<file path="src/rtl/mem_port_arbiter.sv">
// Two-port arbiter in front of the single-port CPU_MEM SRAM: round-robin or fixed
// priority grant, one-cycle SRAM command, read data returned to the issuing port.
//
// state | meaning
// IDLE  | no access in flight; grant issued combinationally to the winner
// CMD   | command driven on csb0/web0/addr0/din0 for exactly one cycle
// RDATA | SRAM output settling; captured into the owner's rdata on exit
module mem_port_arbiter #(
  parameter int AW   = 8,
  parameter int DW   = 8,
  parameter bit FAIR = 1'b1
) (
  input  logic          i_clk,
  input  logic          i_reset,
  input  logic          i_a_req,
  input  logic          i_a_we,
  input  logic [AW-1:0] i_a_addr,
  input  logic [DW-1:0] i_a_wdata,
  output logic          o_a_gnt,
  output logic          o_a_rvalid,
  output logic [DW-1:0] o_a_rdata,
  input  logic          i_b_req,
  input  logic          i_b_we,
  input  logic [AW-1:0] i_b_addr,
  input  logic [DW-1:0] i_b_wdata,
  output logic          o_b_gnt,
  output logic          o_b_rvalid,
  output logic [DW-1:0] o_b_rdata,
  output logic          o_csb0,
  output logic          o_web0,
  output logic [AW-1:0] o_addr0,
  output logic [DW-1:0] o_din0,
  input  logic [DW-1:0] i_dout0,
  output logic          o_busy
);

  typedef enum logic [1:0] {IDLE, CMD, RDATA} state_t;

  state_t        state_q, state_d;
  logic          csb_q, csb_d;
  logic          web_q, web_d;
  logic [AW-1:0] addr_q, addr_d;
  logic [DW-1:0] din_q, din_d;
  logic          owner_b_q, owner_b_d;
  logic          last_b_q, last_b_d;
  logic          a_rvalid_q, a_rvalid_d;
  logic          b_rvalid_q, b_rvalid_d;
  logic [DW-1:0] a_rdata_q, a_rdata_d;
  logic [DW-1:0] b_rdata_q, b_rdata_d;
  logic          a_win, b_win;

  // A wins a tie unless round-robin says B is due (last grant went to A).
  always_comb begin
    a_win = 1'b0;
    b_win = 1'b0;
    if (state_q == IDLE) begin
      if (i_a_req && (!i_b_req || !FAIR || last_b_q)) a_win = 1'b1;
      else if (i_b_req)                                b_win = 1'b1;
    end
  end

  always_comb begin
    state_d    = state_q;
    csb_d      = csb_q;
    web_d      = web_q;
    addr_d     = addr_q;
    din_d      = din_q;
    owner_b_d  = owner_b_q;
    last_b_d   = last_b_q;
    a_rvalid_d = 1'b0;
    b_rvalid_d = 1'b0;
    a_rdata_d  = a_rdata_q;
    b_rdata_d  = b_rdata_q;
    case (state_q)
      IDLE: begin
        if (a_win || b_win) begin
          state_d   = CMD;
          csb_d     = 1'b0;
          owner_b_d = b_win;
          last_b_d  = b_win;
          web_d     = b_win ? ~i_b_we    : ~i_a_we;
          addr_d    = b_win ? i_b_addr   : i_a_addr;
          din_d     = b_win ? i_b_wdata  : i_a_wdata;
        end
      end
      CMD: begin
        csb_d   = 1'b1;
        web_d   = 1'b1;
        state_d = web_q ? RDATA : IDLE;
      end
      RDATA: begin
        state_d = IDLE;
        if (owner_b_q) begin
          b_rdata_d  = i_dout0;
          b_rvalid_d = 1'b1;
        end else begin
          a_rdata_d  = i_dout0;
          a_rvalid_d = 1'b1;
        end
      end
      default: state_d = IDLE;
    endcase
  end

  always_ff @(posedge i_clk or posedge i_reset) begin
    if (i_reset) begin
      state_q    <= IDLE;
      csb_q      <= 1'b1;
      web_q      <= 1'b1;
      addr_q     <= '0;
      din_q      <= '0;
      owner_b_q  <= 1'b0;
      last_b_q   <= 1'b1;
      a_rvalid_q <= 1'b0;
      b_rvalid_q <= 1'b0;
      a_rdata_q  <= '0;
      b_rdata_q  <= '0;
    end else begin
      state_q    <= state_d;
      csb_q      <= csb_d;
      web_q      <= web_d;
      addr_q     <= addr_d;
      din_q      <= din_d;
      owner_b_q  <= owner_b_d;
      last_b_q   <= last_b_d;
      a_rvalid_q <= a_rvalid_d;
      b_rvalid_q <= b_rvalid_d;
      a_rdata_q  <= a_rdata_d;
      b_rdata_q  <= b_rdata_d;
    end
  end

  // Grant is combinational; masking with reset keeps it low while reset is held.
  assign o_a_gnt    = a_win & ~i_reset;
  assign o_b_gnt    = b_win & ~i_reset;
  assign o_a_rvalid = a_rvalid_q;
  assign o_b_rvalid = b_rvalid_q;
  assign o_a_rdata  = a_rdata_q;
  assign o_b_rdata  = b_rdata_q;
  assign o_csb0     = csb_q;
  assign o_web0     = web_q;
  assign o_addr0    = addr_q;
  assign o_din0     = din_q;
  assign o_busy     = (state_q != IDLE);

endmodule

</file>
<file path="config.mk">
export PLATFORM = sky130hd
export DESIGN_NAME = mem_port_arbiter
export DESIGN_NICKNAME = d
export VERILOG_FILES = /design/src/rtl/mem_port_arbiter.sv
export SDC_FILE = /design/constraint.sdc
export NUM_CORES = 1
export LEC_CHECK = 0
export CORE_ASPECT_RATIO = 1.2
export CORE_MARGIN = 2
export CORE_UTILIZATION = 40
export CTS_CLUSTER_SIZE = 10
export DETAILED_ROUTE_END_ITERATION = 10
export PLACE_DENSITY_LB_ADDON = 0.3
export SETUP_SLACK_MARGIN = 0.4
export SYNTH_ARGS = -nofsm -noshare
export SYNTH_HDL_FRONTEND = slang
export SYNTH_SLANG_ARGS = --single-unit
</file>
<file path="constraint.sdc">
create_clock -name i_clk -period 2.4 [get_ports i_clk]
set_input_delay 0.48 -clock i_clk [delete_from_list [all_inputs] [get_ports i_clk]]
set_output_delay 0.48 -clock i_clk [all_outputs]
set_load 0.05 [all_outputs]
</file>
# Word-level counts from Yosys, hierarchy flattened
# Cells that the tools add are included.
# word_totals
latchBits,0
word_cells,50
ff_bits,40
rom_bits,0
output_inout_bits,39
memories,0
mem_bits_rw,0
in_bits,46
# op_classes
n_addsub,0
n_eq_ne,3
div_mod_pow,0
muxes,19
n_reduce_logical,11
bitwise_logic,6
n_shift,0
n_lt_le_gt_ge,0
n_mul,0
# op_table
operator,count
8-bit two-way mux,2
1-bit two-way mux,12
2-bit AND reduction,4
2-bit two-way mux,2
1-bit NOT,4
1-bit case mux with 2 select lines,2
2-bit case mux with 2 select lines,1
2-bit nonzero test,2
1-bit AND,2
"2-bit by 1-bit equality test with 1-bit output, second input constant",1
"2-bit equality test, second input constant",1
2-bit logical NOT,1
1-bit logical OR,2
"2-bit by 1-bit inequality test with 1-bit output, second input constant",1
1-bit logical AND,1
1-bit logical NOT,1

# Longest topological paths before layout
# logic_depth
depth_word,8
depth_mapped,5
ltp_nobuf,4

# Worst setup path before layout
# Ideal clock, no wire load.
# synth_path
kind,reg-to-output
start,reg state_q[1]
end,out o_a_gnt
stages_incl_launch_ff,5
setup_slack_ns,-0.048
n_path_buf,1
arrival_time_ns,1.968
path_cell_list,dfrtp_1 nor2_2 buf_2 nand2_1 a211oi_1
# synth_via
elab_chain_len,3
# synth_lines
element,line,text
"start, declared",39,"state_t state_q, state_d;"
"start signal, assigned",119,state_q <= state_d;
2-bit logical NOT,56,if (state_q == IDLE) begin
1-bit two-way mux,56,
1-bit AND,134,assign o_a_gnt = a_win & ~i_reset;
"end, declared",19,"output logic o_a_gnt,"
# No other way between the ends.

# Worst setup path after layout
# layout_path
start,in i_reset
end,out o_b_gnt
# layout_via
elab_chain_len,2
# layout_lines
element,line,text
"start, declared",14,"input logic i_reset,"
1-bit NOT,135,assign o_b_gnt = b_win & ~i_reset;
1-bit AND,135,
"end, declared",26,"output logic o_b_gnt,"
# No other way between the ends.

==> results.md <==
- Core box area: 4000 um^2
- I/O Pins: 85
- Cell taking the most area after synthesis: dfrtp_1
- Library cells used by synthesis: 28
- Hold buffer count at CTS: 0
- Final Skew: 0.00190 ns
- CTS max path bufs: 2
- Endpoints failing setup: 0
- CP Cell Sequence: clkdlybuf4s50_1 > clkinvlp_4 > and2_4 > buf_4
- Total number of vias: 1396
- Critical Path Max Stage Delay: 0.55 ns
- Root Driver: clkbuf_8
- DP Wirelength: 3070 um
- Post-synthesis area per instance: 13.7 um^2
- Register clock-pin slew on the reported worst setup and hold paths: 0.07 ns
- RSZ-0062 raised after global routing: no
- Initial antenna violation count: 0
- Type of the most critical hold path: reg -> reg
- Total Die Area: 4760 um^2
- GRT Total Usage: 0.184
- Post-synthesis register bit count: 40
- Cell count after synthesis: 123
- Arrival @ worst endpoint: 1.48 ns
- PortBufs: 84
- TritonRoute pass-1 iters: 4
- Gr ovfl total: 0
- Number of synthesized flops with an enable pin: 0
- Status: finished, final reports clean
- Maximum vdd drop: 0.986 mV
- Diode count: 0
- Share of post-route cells with drive strength above 1: 0.192
- Starting Density: 0.422
- Least-Margin Pin Slew: 0.692 ns
- Slew Limit Fails: 0
- Async SR Flop Fraction: 1.00
- Crit path max-delay family: buffers and inverters
- # nets final: 258
- Crit path max fanout: 2
- Syn nets: 169
- Setup TNS: 0 ns
- CP Capture Type: output pin
- Crit path kind: in -> out
- Tmin final: 1.96 ns
- CTS tree: yes
- Top FF cell, synth: dfrtp_1
- DR WL/cell: 15.4 um
- WP data required: 1.92 ns
- Slowest cell on the critical path: clkdlybuf4s50_1
- Die X: 63.3 um
- Vias in the first global route: 1447
- Htree depth: 2
- Layout area overhead: 60.3%
- Period utilization: 0.816
- First-pass GRT wire length: 6640 um
- Ranking of synthesized cells by area: dfrtp_1 55%, mux2_2 11%, a221o_1 9.5%
- GPL Wtd Cong: 0.717
- Yosys Warn Count: 0
- Clk sinks: 40
- DRC violations left: 0
- DR vias/cell: 5.23
- MaxCap Viol Count: 0
- Slew HR: 0.537
- Pwr dens: 1590 nW/um^2
- DR iter-0 viols: 50
- # rows: 25
- Fin. Hold Viols: 0
- Share of the synthesized area in the top cell type: 0.548
- Largest net degree at the start of global routing: 41
- Worst hold slack: 0.508 ns
- Critical path buffer and inverter count: 3
- Skew-Pair Late Insertion Delay: 0.29 ns
- DRT Wirelength: 4110 um
- Sequential share of the synthesized area: 0.594
- Startpoint Class: primary input
- Routed Antenna Nets: 0
- Pleak: 1.16 nW
- Cell Area, Synth: 1690 um^2
- Fmax: 0.511 GHz
- TritonCTS Buffers: 5
- Die height: 75.2 um
-- final timing paths --
kind,from,cells past startpoint,endpoint,slack [ns]
worst min register to register,o_a_rdata[6]$_DFFE_PP0P_,1,o_a_rdata[6]$_DFFE_PP0P_,0.51
max in group asynchronous,i_reset,3,o_web0$_DFFE_PP1P_,1.29
min in group asynchronous,i_reset,3,o_din0[1]$_DFFE_PP0P_,0.76
worst min-delay path,o_a_rdata[6]$_DFFE_PP0P_,1,o_a_rdata[6]$_DFFE_PP0P_,0.51
worst max register to register,state_q[0]$_DFFE_PP0P_,5,o_din0[3]$_DFFE_PP0P_,0.69
worst max-delay path,i_reset,4,o_b_gnt,0.44
-- synth_stat cells (2+ instances only) --
library cell	n
buf_6	3
a21o_1	2
dfstp_2	3
a221o_1	16
a21boi_0	14
a21boi_1	2
nand2_1	3
inv_1	6
buf_2	3
mux2_2	16
and2_1	2
dfrtp_1	37
-- metrics by stage --
stage	cell area, um^2	cells	total power [W]	util	setup WS (ns)
floorplan	1700	123	0.00293	-	0.432
global placement	2580	257	0.00372	0.646	0.276
detailed placement	2580	257	0.00378	0.646	0.227
CTS	2690	265	0.00432	0.673	0.419
global route	2710	267	0.00451	0.677	0.403
finish	2710	267	0.00432	0.677	0.442
-- timing repair --
action / in CTS / in global routing
endpoints found under the setup margin: 4 / 3
resized for setup: 5 / 1
setup buffers: 0 / 2
pin swaps: 1 / 2
-- state kept, by name (all words and copies together) (netlist names) --
name,count
o_a_rvalid,1
o_addr0,8
last_b_q,1
owner_b_q,1
o_din0,8
o_csb0,1
o_web0,1
o_b_rvalid,1
o_b_rdata,8
o_a_rdata,8
state_q,2
-- cells by family (layout without fill, tap and decap cells) --
logic type	count (synthesis)	after routing	synth area share
compound gates	40	40	0.208
flops	40	40	0.594
mux	16	16	0.107
buf+inv	15	105	0.0511
simple gates	12	12	0.0400
-- layer usage --
metal,GRT usage,share of wire
met5,0,0
met4,0.0966,0.028
met3,0.0658,0.080
met2,0.313,0.49
met1,0.206,0.40
-- power breakdown --
part / leakage [nW] / total [W] / switching (W) / internal (W)
Clock: 0.0552 / 0.000534 / 0.000225 / 0.000308
Combinational: 0.624 / 0.00258 / 0.00160 / 0.000978
Sequential: 0.482 / 0.00121 / 0.000187 / 0.00102
-- placed cells by master, fill, tap and decap left out, types with 2 or more instances in the layout --
cell type,n
dfstp_2,3
mux2_2,16
dlygate4sd2_1,4
dfrtp_1,37
a221o_1,16
clkdlybuf4s50_1,76
inv_1,5
a21boi_0,14
buf_4,8
a21o_1,2
clkbuf_8,5
nand2_1,3
a21boi_1,2
-- layout make-up --
cell class	count	area, um^2
Multi-Input combinational cell	68	612
Timing Repair Buffer	90	888
Fill cell	321	1290
Clock inverter	2	35.0
Tap cell	54	67.6
Clock buffer	6	72.6
Sequential cell	40	1000
Inverter	7	30.0
Note: power is estimated with default switching activity, not from simulation.
